==> config.mk <==
export PLATFORM = sky130hd
export DESIGN_NAME = system_bus_arbiter
export DESIGN_NICKNAME = d
export VERILOG_FILES = /design/src/rtl/system_bus_arbiter_pkg.sv /design/src/rtl/rr_priority_select.sv /design/src/rtl/system_bus_arbiter.sv
export SDC_FILE = /design/constraint.sdc
export NUM_CORES = 1
export LEC_CHECK = 0
export CORE_AREA = 5 5 118 120
export DETAILED_ROUTE_END_ITERATION = 7
export DIE_AREA = 0 0 123 125
export PLACE_DENSITY = 0.59
export SLEW_MARGIN = 20
export SYNTH_ARGS = -nofsm -noshare
export SYNTH_HDL_FRONTEND = slang
export SYNTH_SLANG_ARGS = --single-unit
==> constraint.sdc <==
create_clock -name clock_i -period 3.2 [get_ports clock_i]
set_input_delay 0.48 -clock clock_i [delete_from_list [all_inputs] [get_ports clock_i]]
set_output_delay 0.48 -clock clock_i [all_outputs]
set_load 0.02 [all_outputs]
==> src/rtl/system_bus_arbiter_pkg.sv <==
// Shared types and widths for the system bus arbiter.
package system_bus_arbiter_pkg;

    localparam int unsigned WORD_W = 32;
    localparam int unsigned STRB_W = 4;

    typedef enum logic {
        ST_IDLE = 1'b0,
        ST_WAIT = 1'b1
    } arb_state_e;

endpackage

==> src/rtl/rr_priority_select.sv <==
// Round-robin winner search: first requester after last_index_i, wrapping.
module rr_priority_select #(
    parameter int NUM_HOST = 2,
    parameter int IDX_W    = $clog2(NUM_HOST)
) (
    input  logic [NUM_HOST-1:0] request_i,
    input  logic [IDX_W-1:0]    last_index_i,
    output logic [NUM_HOST-1:0] winner_onehot_o,
    output logic [IDX_W-1:0]    winner_index_o,
    output logic                winner_valid_o
);

    localparam int unsigned N  = NUM_HOST;
    localparam int unsigned SW = IDX_W + 1;

    logic [SW-1:0] cand;

    always_comb begin
        winner_onehot_o = '0;
        winner_index_o  = '0;
        winner_valid_o  = 1'b0;
        cand            = '0;
        // One extra bit holds last+offset before the modulo wrap.
        for (int unsigned off = 1; off <= N; off++) begin
            cand = {1'b0, last_index_i} + SW'(off);
            if (cand >= SW'(N)) begin
                cand = cand - SW'(N);
            end
            if (!winner_valid_o && request_i[cand[IDX_W-1:0]]) begin
                winner_valid_o                     = 1'b1;
                winner_index_o                     = cand[IDX_W-1:0];
                winner_onehot_o[cand[IDX_W-1:0]] = 1'b1;
            end
        end
    end

endmodule

==> src/rtl/system_bus_arbiter.sv <==
// Round-robin arbiter sharing the system bus host port between NUM_HOST masters,
// one transaction in flight, with forced completion after TIMEOUT_CYCLES.
module system_bus_arbiter
    import system_bus_arbiter_pkg::*;
#(
    parameter int NUM_HOST       = 2,
    parameter int TIMEOUT_CYCLES = 255
) (
    input  logic                       clock_i,
    input  logic                       reset_i,
    input  logic [NUM_HOST*32-1:0]     host_rw_address_i,
    output logic [NUM_HOST*32-1:0]     host_read_data_o,
    input  logic [NUM_HOST-1:0]        host_read_request_i,
    output logic [NUM_HOST-1:0]        host_read_response_o,
    input  logic [NUM_HOST*32-1:0]     host_write_data_i,
    input  logic [NUM_HOST*4-1:0]      host_write_strobe_i,
    input  logic [NUM_HOST-1:0]        host_write_request_i,
    output logic [NUM_HOST-1:0]        host_write_response_o,
    output logic [31:0]                bus_rw_address_o,
    input  logic [31:0]                bus_read_data_i,
    output logic                       bus_read_request_o,
    input  logic                       bus_read_response_i,
    output logic [31:0]                bus_write_data_o,
    output logic [3:0]                 bus_write_strobe_o,
    output logic                       bus_write_request_o,
    input  logic                       bus_write_response_i,
    output logic [NUM_HOST-1:0]        grant_o,
    output logic                       timeout_o
);

    localparam int IDX_W = $clog2(NUM_HOST);
    localparam int CNT_W = $clog2(TIMEOUT_CYCLES + 1);
    localparam logic [CNT_W-1:0] CNT_LAST = CNT_W'(TIMEOUT_CYCLES - 1);

    arb_state_e          state_q, state_d;
    logic [NUM_HOST-1:0] grant_q, grant_d;
    logic [IDX_W-1:0]    grant_idx_q, grant_idx_d;
    logic [IDX_W-1:0]    last_idx_q, last_idx_d;
    logic [CNT_W-1:0]    cnt_q, cnt_d;
    logic                is_read_q, is_read_d;

    logic [WORD_W-1:0]   addr_a  [NUM_HOST];
    logic [WORD_W-1:0]   wdata_a [NUM_HOST];
    logic [STRB_W-1:0]   strb_a  [NUM_HOST];

    for (genvar h = 0; h < NUM_HOST; h++) begin : g_unpack
        assign addr_a[h]  = host_rw_address_i[h*WORD_W +: WORD_W];
        assign wdata_a[h] = host_write_data_i[h*WORD_W +: WORD_W];
        assign strb_a[h]  = host_write_strobe_i[h*STRB_W +: STRB_W];
    end

    logic [NUM_HOST-1:0] pending;
    logic [NUM_HOST-1:0] win_onehot;
    logic [IDX_W-1:0]    win_idx;
    logic                win_valid;

    assign pending = host_read_request_i | host_write_request_i;

    rr_priority_select #(
        .NUM_HOST (NUM_HOST)
    ) u_select (
        .request_i       (pending),
        .last_index_i    (last_idx_q),
        .winner_onehot_o (win_onehot),
        .winner_index_o  (win_idx),
        .winner_valid_o  (win_valid)
    );

    logic [IDX_W-1:0]  sel_idx;
    logic              zero_rdata;
    logic [WORD_W-1:0] rdata;

    always_comb begin
        state_d               = state_q;
        grant_d               = grant_q;
        grant_idx_d           = grant_idx_q;
        last_idx_d            = last_idx_q;
        cnt_d                 = cnt_q;
        is_read_d             = is_read_q;
        sel_idx               = '0;
        zero_rdata            = 1'b0;
        bus_read_request_o    = 1'b0;
        bus_write_request_o   = 1'b0;
        host_read_response_o  = '0;
        host_write_response_o = '0;
        timeout_o             = 1'b0;

        unique case (state_q)
            ST_IDLE: begin
                if (win_valid) begin
                    sel_idx             = win_idx;
                    // Read wins when a master raises both requests.
                    bus_read_request_o  = host_read_request_i[win_idx];
                    bus_write_request_o = host_write_request_i[win_idx] & ~host_read_request_i[win_idx];
                    grant_d             = win_onehot;
                    grant_idx_d         = win_idx;
                    last_idx_d          = win_idx;
                    cnt_d               = '0;
                    is_read_d           = host_read_request_i[win_idx];
                    state_d             = ST_WAIT;
                end
            end
            ST_WAIT: begin
                sel_idx = grant_idx_q;
                if (bus_read_response_i || bus_write_response_i) begin
                    host_read_response_o  = grant_q & {NUM_HOST{bus_read_response_i}};
                    host_write_response_o = grant_q & {NUM_HOST{bus_write_response_i}};
                    grant_d               = '0;
                    state_d               = ST_IDLE;
                end else if (cnt_q == CNT_LAST) begin
                    if (is_read_q) begin
                        host_read_response_o = grant_q;
                    end else begin
                        host_write_response_o = grant_q;
                    end
                    zero_rdata = 1'b1;
                    timeout_o  = 1'b1;
                    grant_d    = '0;
                    state_d    = ST_IDLE;
                end else begin
                    cnt_d = cnt_q + CNT_W'(1);
                end
            end
            default: state_d = ST_IDLE;
        endcase

        // A reset cycle aborts the transaction without signalling anyone.
        if (reset_i) begin
            bus_read_request_o    = 1'b0;
            bus_write_request_o   = 1'b0;
            host_read_response_o  = '0;
            host_write_response_o = '0;
            timeout_o             = 1'b0;
        end
    end

    always_ff @(posedge clock_i) begin
        if (reset_i) begin
            state_q     <= ST_IDLE;
            grant_q     <= '0;
            grant_idx_q <= '0;
            last_idx_q  <= IDX_W'(NUM_HOST - 1);
            cnt_q       <= '0;
            is_read_q   <= 1'b0;
        end else begin
            state_q     <= state_d;
            grant_q     <= grant_d;
            grant_idx_q <= grant_idx_d;
            last_idx_q  <= last_idx_d;
            cnt_q       <= cnt_d;
            is_read_q   <= is_read_d;
        end
    end

    assign rdata              = zero_rdata ? '0 : bus_read_data_i;
    assign host_read_data_o   = {NUM_HOST{rdata}};
    assign bus_rw_address_o   = addr_a[sel_idx];
    assign bus_write_data_o   = wdata_a[sel_idx];
    assign bus_write_strobe_o = strb_a[sel_idx];
    assign grant_o            = grant_q;

endmodule

-- Yosys cells after proc, flatten, opt, wreduce, memory -nomap -nowiden
Cells that the tools add are included.
- add/sub/neg operators: 5
- magnitude comparators: 8
- equal/unequal tests: 5
- mux-type cells: 64
- bitwise operators: 8
- reduce and logical (&&, ||, !) cells: 8
- operators with widths (operator ; number):
    two-way mux 32 bit ; 7
    two-way mux 1 bit ; 30
    two-way mux 2 bit ; 15
    two-way mux 8 bit ; 3
    case mux 8 bit (2 select lines) ; 1
    two-way mux 4 bit ; 3
    adder 8 x 1 -> 8 bit (second input constant) ; 1
    equality test 8 bit (second input constant) ; 1
    greater-or-equal comparator 2 bit (second input constant) ; 3
    less-than comparator 1 x 2 -> 1 bit (second input constant) ; 3
    AND 2 bit ; 2
    inequality test 2 bit (second input constant) ; 2
    OR 2 bit ; 2
    case mux 1 bit (2 select lines) ; 2
    case mux 2 bit (2 select lines) ; 1
    AND reduction 2 bit ; 2
    logical AND 1 bit ; 3
    inequality test 3 x 1 -> 1 bit (second input constant) ; 1
    AND reduction 3 bit ; 1
    adder 1 x 1 -> 2 bit (second input constant) ; 1
    adder 1 x 2 -> 2 bit (second input constant) ; 1
    demux 1 bit (select 1 bit) ; 2
    greater-or-equal comparator 1 bit (second input constant) ; 2
    inequality test 2 x 1 -> 1 bit (second input constant) ; 1
    other kinds (6) ; 8
- bits in registers: 14
- output and inout port bits: 141

-- Depth between registers and ports, before layout
- depth after elaboration: 16
- gate-level depth with buffers: 8
- gate-level depth less buffers: 6

-- Hierarchy
From an unflattened synthesis, not the netlist that was laid out.
- cell total of the unflattened synthesis: 249
- area total of the unflattened synthesis: 2128.3 µm²
- by module, submodules not included (module ; times used ; cells an instance ; area an instance (µm²)):
    system_bus_arbiter ; 1 ; 244 ; 2095.8
    rr_priority_select ; 1 ; 5 ; 32.5

-- Worst setup path before layout
Ideal clock, no wire load.
- kind: reg-to-output
- start point: register cnt_q[0]
- end point: output host_read_data_o[34]
- arrival: 1.768 ns
- data required time: 2.720 ns
- slack: 0.952 ns
- stages on the path, launching flop included: 9
- path through: dfxtp_1 > inv_1 > ha_1 > nand3_1 > nor2_1 > and2_2 > clkbuf_1 > nor2b_1 > buf_4
- word-level cells in the longest chain between the ends: 5
- ends and longest elaborated chain (item ; RTL line ; source):
    start: declaration ; system_bus_arbiter.sv:39 ; logic [CNT_W-1:0] cnt_q, cnt_d;
    start signal: assignment ; system_bus_arbiter.sv:150 ; cnt_q <= cnt_d;
    equality test 8 bit ; system_bus_arbiter.sv:110 ; end else if (cnt_q == CNT_LAST) begin
    two-way mux 1 bit ; system_bus_arbiter.sv:110 ;
    two-way mux 1 bit ; system_bus_arbiter.sv:105 ; if (bus_read_response_i || bus_write_response_i) begin
    two-way mux 1 bit ; system_bus_arbiter.sv:88 ; unique case (state_q)
    two-way mux 32 bit ; system_bus_arbiter.sv:155 ; assign rdata = zero_rdata ? '0 : bus_read_data_i;
    end: declaration ; system_bus_arbiter.sv:12 ; output logic [NUM_HOST*32-1:0] host_read_data_o,
Every way passes these cells.

-- Worst setup path in the final report
- start point: input host_read_request_i[0]
- end point: output bus_write_strobe_o[1]
- word-level cells in the longest chain between the ends: 13
- elaborated cells on any way between the ends: 17
- classes of those cells: mux (13); bitwise (2); reduce/logical (2)
- ends and longest elaborated chain (item ; RTL line ; source):
    start: declaration ; system_bus_arbiter.sv:13 ; input logic [NUM_HOST-1:0] host_read_request_i,
    OR 2 bit * ; system_bus_arbiter.sv:57 ; assign pending = host_read_request_i | host_write_request_i;
    two-way mux 1 bit (implied by the code) (2 in series) ; rr_priority_select.sv:29 ; if (!winner_valid_o && request_i[cand[IDX_W-1:0]]) begin
    two-way mux 1 bit ; rr_priority_select.sv:29 ;
    zero test 1 bit ; rr_priority_select.sv:29 ;
    logical AND 1 bit ; rr_priority_select.sv:29 ;
    two-way mux 1 bit ; rr_priority_select.sv:29 ;
    two-way mux 1 bit * ; system_bus_arbiter.sv:90 ; if (win_valid) begin
    case mux 1 bit (2 select lines) * ; system_bus_arbiter.sv:88 ;
    NOT 1 -> 2 bit (implied by the code) * ; system_bus_arbiter.sv:159 ; assign bus_write_strobe_o = strb_a[sel_idx];
    two-way mux 4 bit (implied by the code) * (3 in series) ; system_bus_arbiter.sv:159 ;
    end: declaration ; system_bus_arbiter.sv:24 ; output logic [3:0] bus_write_strobe_o,
Mark *: on every way between the ends. The rest lies on a longest branch, timed or not. The select of a mux whose other input is x is not followed.

==> metrics.md <==
| Metric | Value |
|---|---|
| Status | `completed` |
| Pre-Repair DR Iteration Count | `4` |
| Pins over their slew limit | `0` |
| Post-Synthesis Cells | `243` |
| Number of synthesized flops with an enable pin | `0` |
| Worst Path Arrival | `2.57 ns` |
| Top Family by Delay on Critical Path | `buffers and inverters` |
| Switching power | `between 0.4 and 0.5 mW` |
| Synthesized flop and latch total | `14` |
| Clk slew on worst S/H paths | `0.05 ns` |
| Post-DR vias/cell | `3.986` |
| WL per Instance | `16.76 um` |
| Int Pwr | `0.8797 mW` |
| Overall Power | `around 1.4 mW` |
| Ratio of cells with drive above 1 in the final layout | `about 16%` |
| RSZ-0062 raised after global routing | `false` |
| Peak supply drop | `0.2092 mV` |
| Fin crit period | `around 3 ns` |
| Core Rows | `42` |
| Type of the worst min-delay path | `flop to flop` |
| Synth Cell Area | `2068 um^2` |
| Synth-to-layout area growth | `155.0%` |
| Worst reg2reg endpoint | `cnt_q[7]` |
| Sink Count | `14` |
| CTS Hold Bufs | `0` |
| Final wirelength | `11850 um` |
| Max incr delay on CP | `approximately 0.5 ns` |
| Worst-Margin Slew | `0.4552 ns` |
| Syn nets | `421` |
| Post-route ant nets | `0` |
| Filler Cell Count | `1291` |
| Worst Path Max Fanout | `28` |
| # diodes | `0` |
| Hpwl dp | `10720 um` |
| Async SR Flop Fraction | `0%` |
| Die height | `125 um` |
| Port bufs | `316` |
| Sw Share | `35.12%` |
| CTS tree | `done` |
| Register area | `280.3 um^2` |
| Via count | `2818` |
| Crit Reg-Reg Startpoint | `state_q` |
| IO Pins | `317` |
| Core Util, Final | `40.96%` |
| DRC | `0` |
| Clock network power share | `between 10% and 20%` |
| Initial antenna violation count | `0` |
| Register-to-Register Path Depth | `5` |
| Worst skew pair latency | `about 0.24 ns` |
| Gate power share | `66.3%` |
| Largest net degree at the start of global routing | `29` |
| Fin crit share | `roughly 95%` |
| Fin nets | `710` |
| Htree depth | `1` |
| Crit path from | `host_read_request_i[0]` |
| Area of the multi-input gates | `between 1000 and 1500 um^2` |
| Critical path destination | `bus_write_strobe_o[1]` |
| Clock buffer depth | `2` |
| Setup crit start kind | `input port` |
| Number of global-route vias before repair | `a little over 3000` |
| Cts bufs inserted | `3` |
| Crit path depth | `8` |
| Final Setup Violations | `0` |
| Setup crit end kind | `output port` |
| Clock skew | `0.002910 ns` |
| 1st-iter DRT viols | `53` |
| Dpl cells | `around 700` |
| Fin Setup TNS | `0 ns` |
| Core ar. | `12870 um^2` |
| First-pass GRT wire length | `17450 um` |
| Critical Path Slowest Stage Cell | `clkdlybuf4s50_1` |
| Slew HR | `69.65%` |
| Sequential fraction of the synthesis area | `13.55%` |
| Crit-path cells | `clkdlybuf4s50_1 -> o21a_1 -> nor3_2 -> a21o_2 -> buf_4 -> buf_12 -> mux2_1 -> dlygate4sd2_1` |
| Buffers & Inverters on Critical Path | `4` |
| Max-cap violations | `0` |
| Total Routing Usage GR | `14.37%` |
| Layout Cells excl Fill | `707` |
| WS Path Type | `input port to output port` |
| Overflow after GRT | `0` |
| Synth warnings | `0` |
| Pwr dens | `approximately 260 nW/um^2` |
| Flop pwr share | `14.2%` |
| CTS root buf | `clkbuf_16` |
| Initial Util | `16.06%` |
| Synth Flop Type | `dfxtp_1` |
| Critical Path RT | `2.72 ns` |
| Fin. Hold Viols | `0` |
| P_leak | `2.094 nW` |
| Die Area | `15380 um^2` |
| GP Congestion | `0.8270` |
| Max Clock Freq | `327.5 MHz` |
| Avg Cell Area, Syn | `8.511 um^2` |
| Die Wd | `around 120 um` |
| Synth cell types | `35` |
| Worst reg2reg setup slack | `~1.5 ns` |
## cell usage in the layout, fill, tap and decap left out, types with 3 or more instances in the layout
cell | netlist | final
dfxtp_1 | 14 | 14
clkdlybuf4s50_1 | 0 | 252
and2b_1 | 8 | 8
nor2_1 | 12 | 12
dlygate4sd2_1 | 0 | 59
nor2b_1 | 26 | 26
or3_1 | 4 | 4
buf_4 | 32 | 10
nand3_1 | 5 | 5
o21ai_0 | 5 | 5
a21oi_1 | 16 | 16
mux2_2 | 62 | 62
mux2_1 | 6 | 6
nand2_1 | 9 | 9
nand2b_1 | 3 | 3
dlymetal6s2s_1 | 0 | 5
clkbuf_16 | 0 | 3
or4_1 | 3 | 3
inv_1 | 5 | 5
## synth_stat cells, types with 2 or more instances
master    instances  area [um^2]
mux2_2           62        698.2
buf_4            32        240.2
nor2b_1          26        162.7
a21oi_1          16        80.08
dfxtp_1          14        280.3
nor2_1           12        45.04
nand2_1           9        33.78
and2b_1           8        60.06
mux2_1            6        67.56
inv_1             5        18.77
nand3_1           5        25.02
o21ai_0           5        25.02
buf_2             4        20.02
buf_6             4        45.04
clkbuf_1          4        15.01
or3_1             4        25.02
nand2b_1          3        18.77
or4_1             3        22.52
ha_1              2        25.02
nor3_1            2        10.01
o21a_1            2        15.01
o31ai_1           2        15.01
## how the worst min path moves through the flow
stage | start | end | slack, ns | cells past startpoint
global route | cnt_q[7] | cnt_q[7] | 0.50 | 2
global placement | cnt_q[7] | cnt_q[7] | 0.47 | 2
detailed placement | cnt_q[7] | cnt_q[7] | 0.48 | 2
finish | cnt_q[7] | cnt_q[7] | 0.49 | 2
floorplan | is_read_q | is_read_q | 0.45 | 2
CTS | cnt_q[7] | cnt_q[7] | 0.48 | 2
## area by class of cell
cell class	count	area share, %
Multi-Input combinational cell	180	27.47
Clock buffer	4	1.684
Sequential cell	14	5.314
Tap cell	176	4.176
Timing Repair Buffer	328	61.00
Inverter	5	0.3559
## metrics by stage
| stage | setup slack [ns] | area, um^2 | hold WS (ns) |
|---|---|---|---|
| after global routing | 0.03588 | 5274 | 0.5045 |
| after global placement | -0.07331 | 5231 | 0.4665 |
| after CTS | 0.0009943 | 5246 | 0.4839 |
| after detailed placement | -0.09465 | 5231 | 0.4777 |
| after floorplan | 0.9519 | 2068 | 0.4498 |
| final | 0.1464 | 5274 | 0.4918 |
## kinds of logic (layout without fill, tap and decap cells)
logic type,count (synthesis),in the layout,synth area share [%]
AND/OR/NAND/NOR,79,79,22.87
multiplexers,68,68,37.02
buffers and inverters,49,337,16.39
AO/OA/AOI/OAI,30,30,8.530
flip-flops,14,14,13.55
adder cells (fa/ha/maj),2,2,1.210
XOR/XNOR,1,1,0.4235
## worst register-to-register path, cell delays in order, from the launching register on
cell and delay (ns):
dfxtp_1 0.49, nor3b_4 0.24, buf_4 0.15, o21ai_2 0.14, or4_1 0.50, a21oi_1 0.15
## power by group through the flow
stage | clock network (mW) | logic [mW] | registers, mW
6_report | 0.264 | 0.900 | 0.192
5_1_grt | 0.274 | 0.954 | 0.193
4_1_cts | 0.264 | 0.909 | 0.192
3_5_place_dp | 0 | 0.968 | 0.195
3_3_place_gp | 0 | 0.966 | 0.195
2_1_floorplan | 0 | 0.447 | 0.194
## registers in the layout, indices dropped and copies added, names as in the netlist
signal       count
last_idx_q       1
is_read_q        1
state_q          1
grant_idx_q      1
grant_o          2
cnt_q            8
## routing by layer
layer  GRT usage, %  share of wire [%]
met4          1.042               0.45
met5              0                  0
met1          15.86                 36
met2          26.95                 53
met3          5.465                 10
## repair_timing
item | CTS | global route
gates cloned | 0 | 0
endpoints found under the setup margin | 59 | 9
buffers inserted | 0 | 2
endpoints found under the hold margin | 0 | 0
pin swaps | 0 | 1
gates resized for setup | 59 | 5
Power figures use the tool's default switching activity.
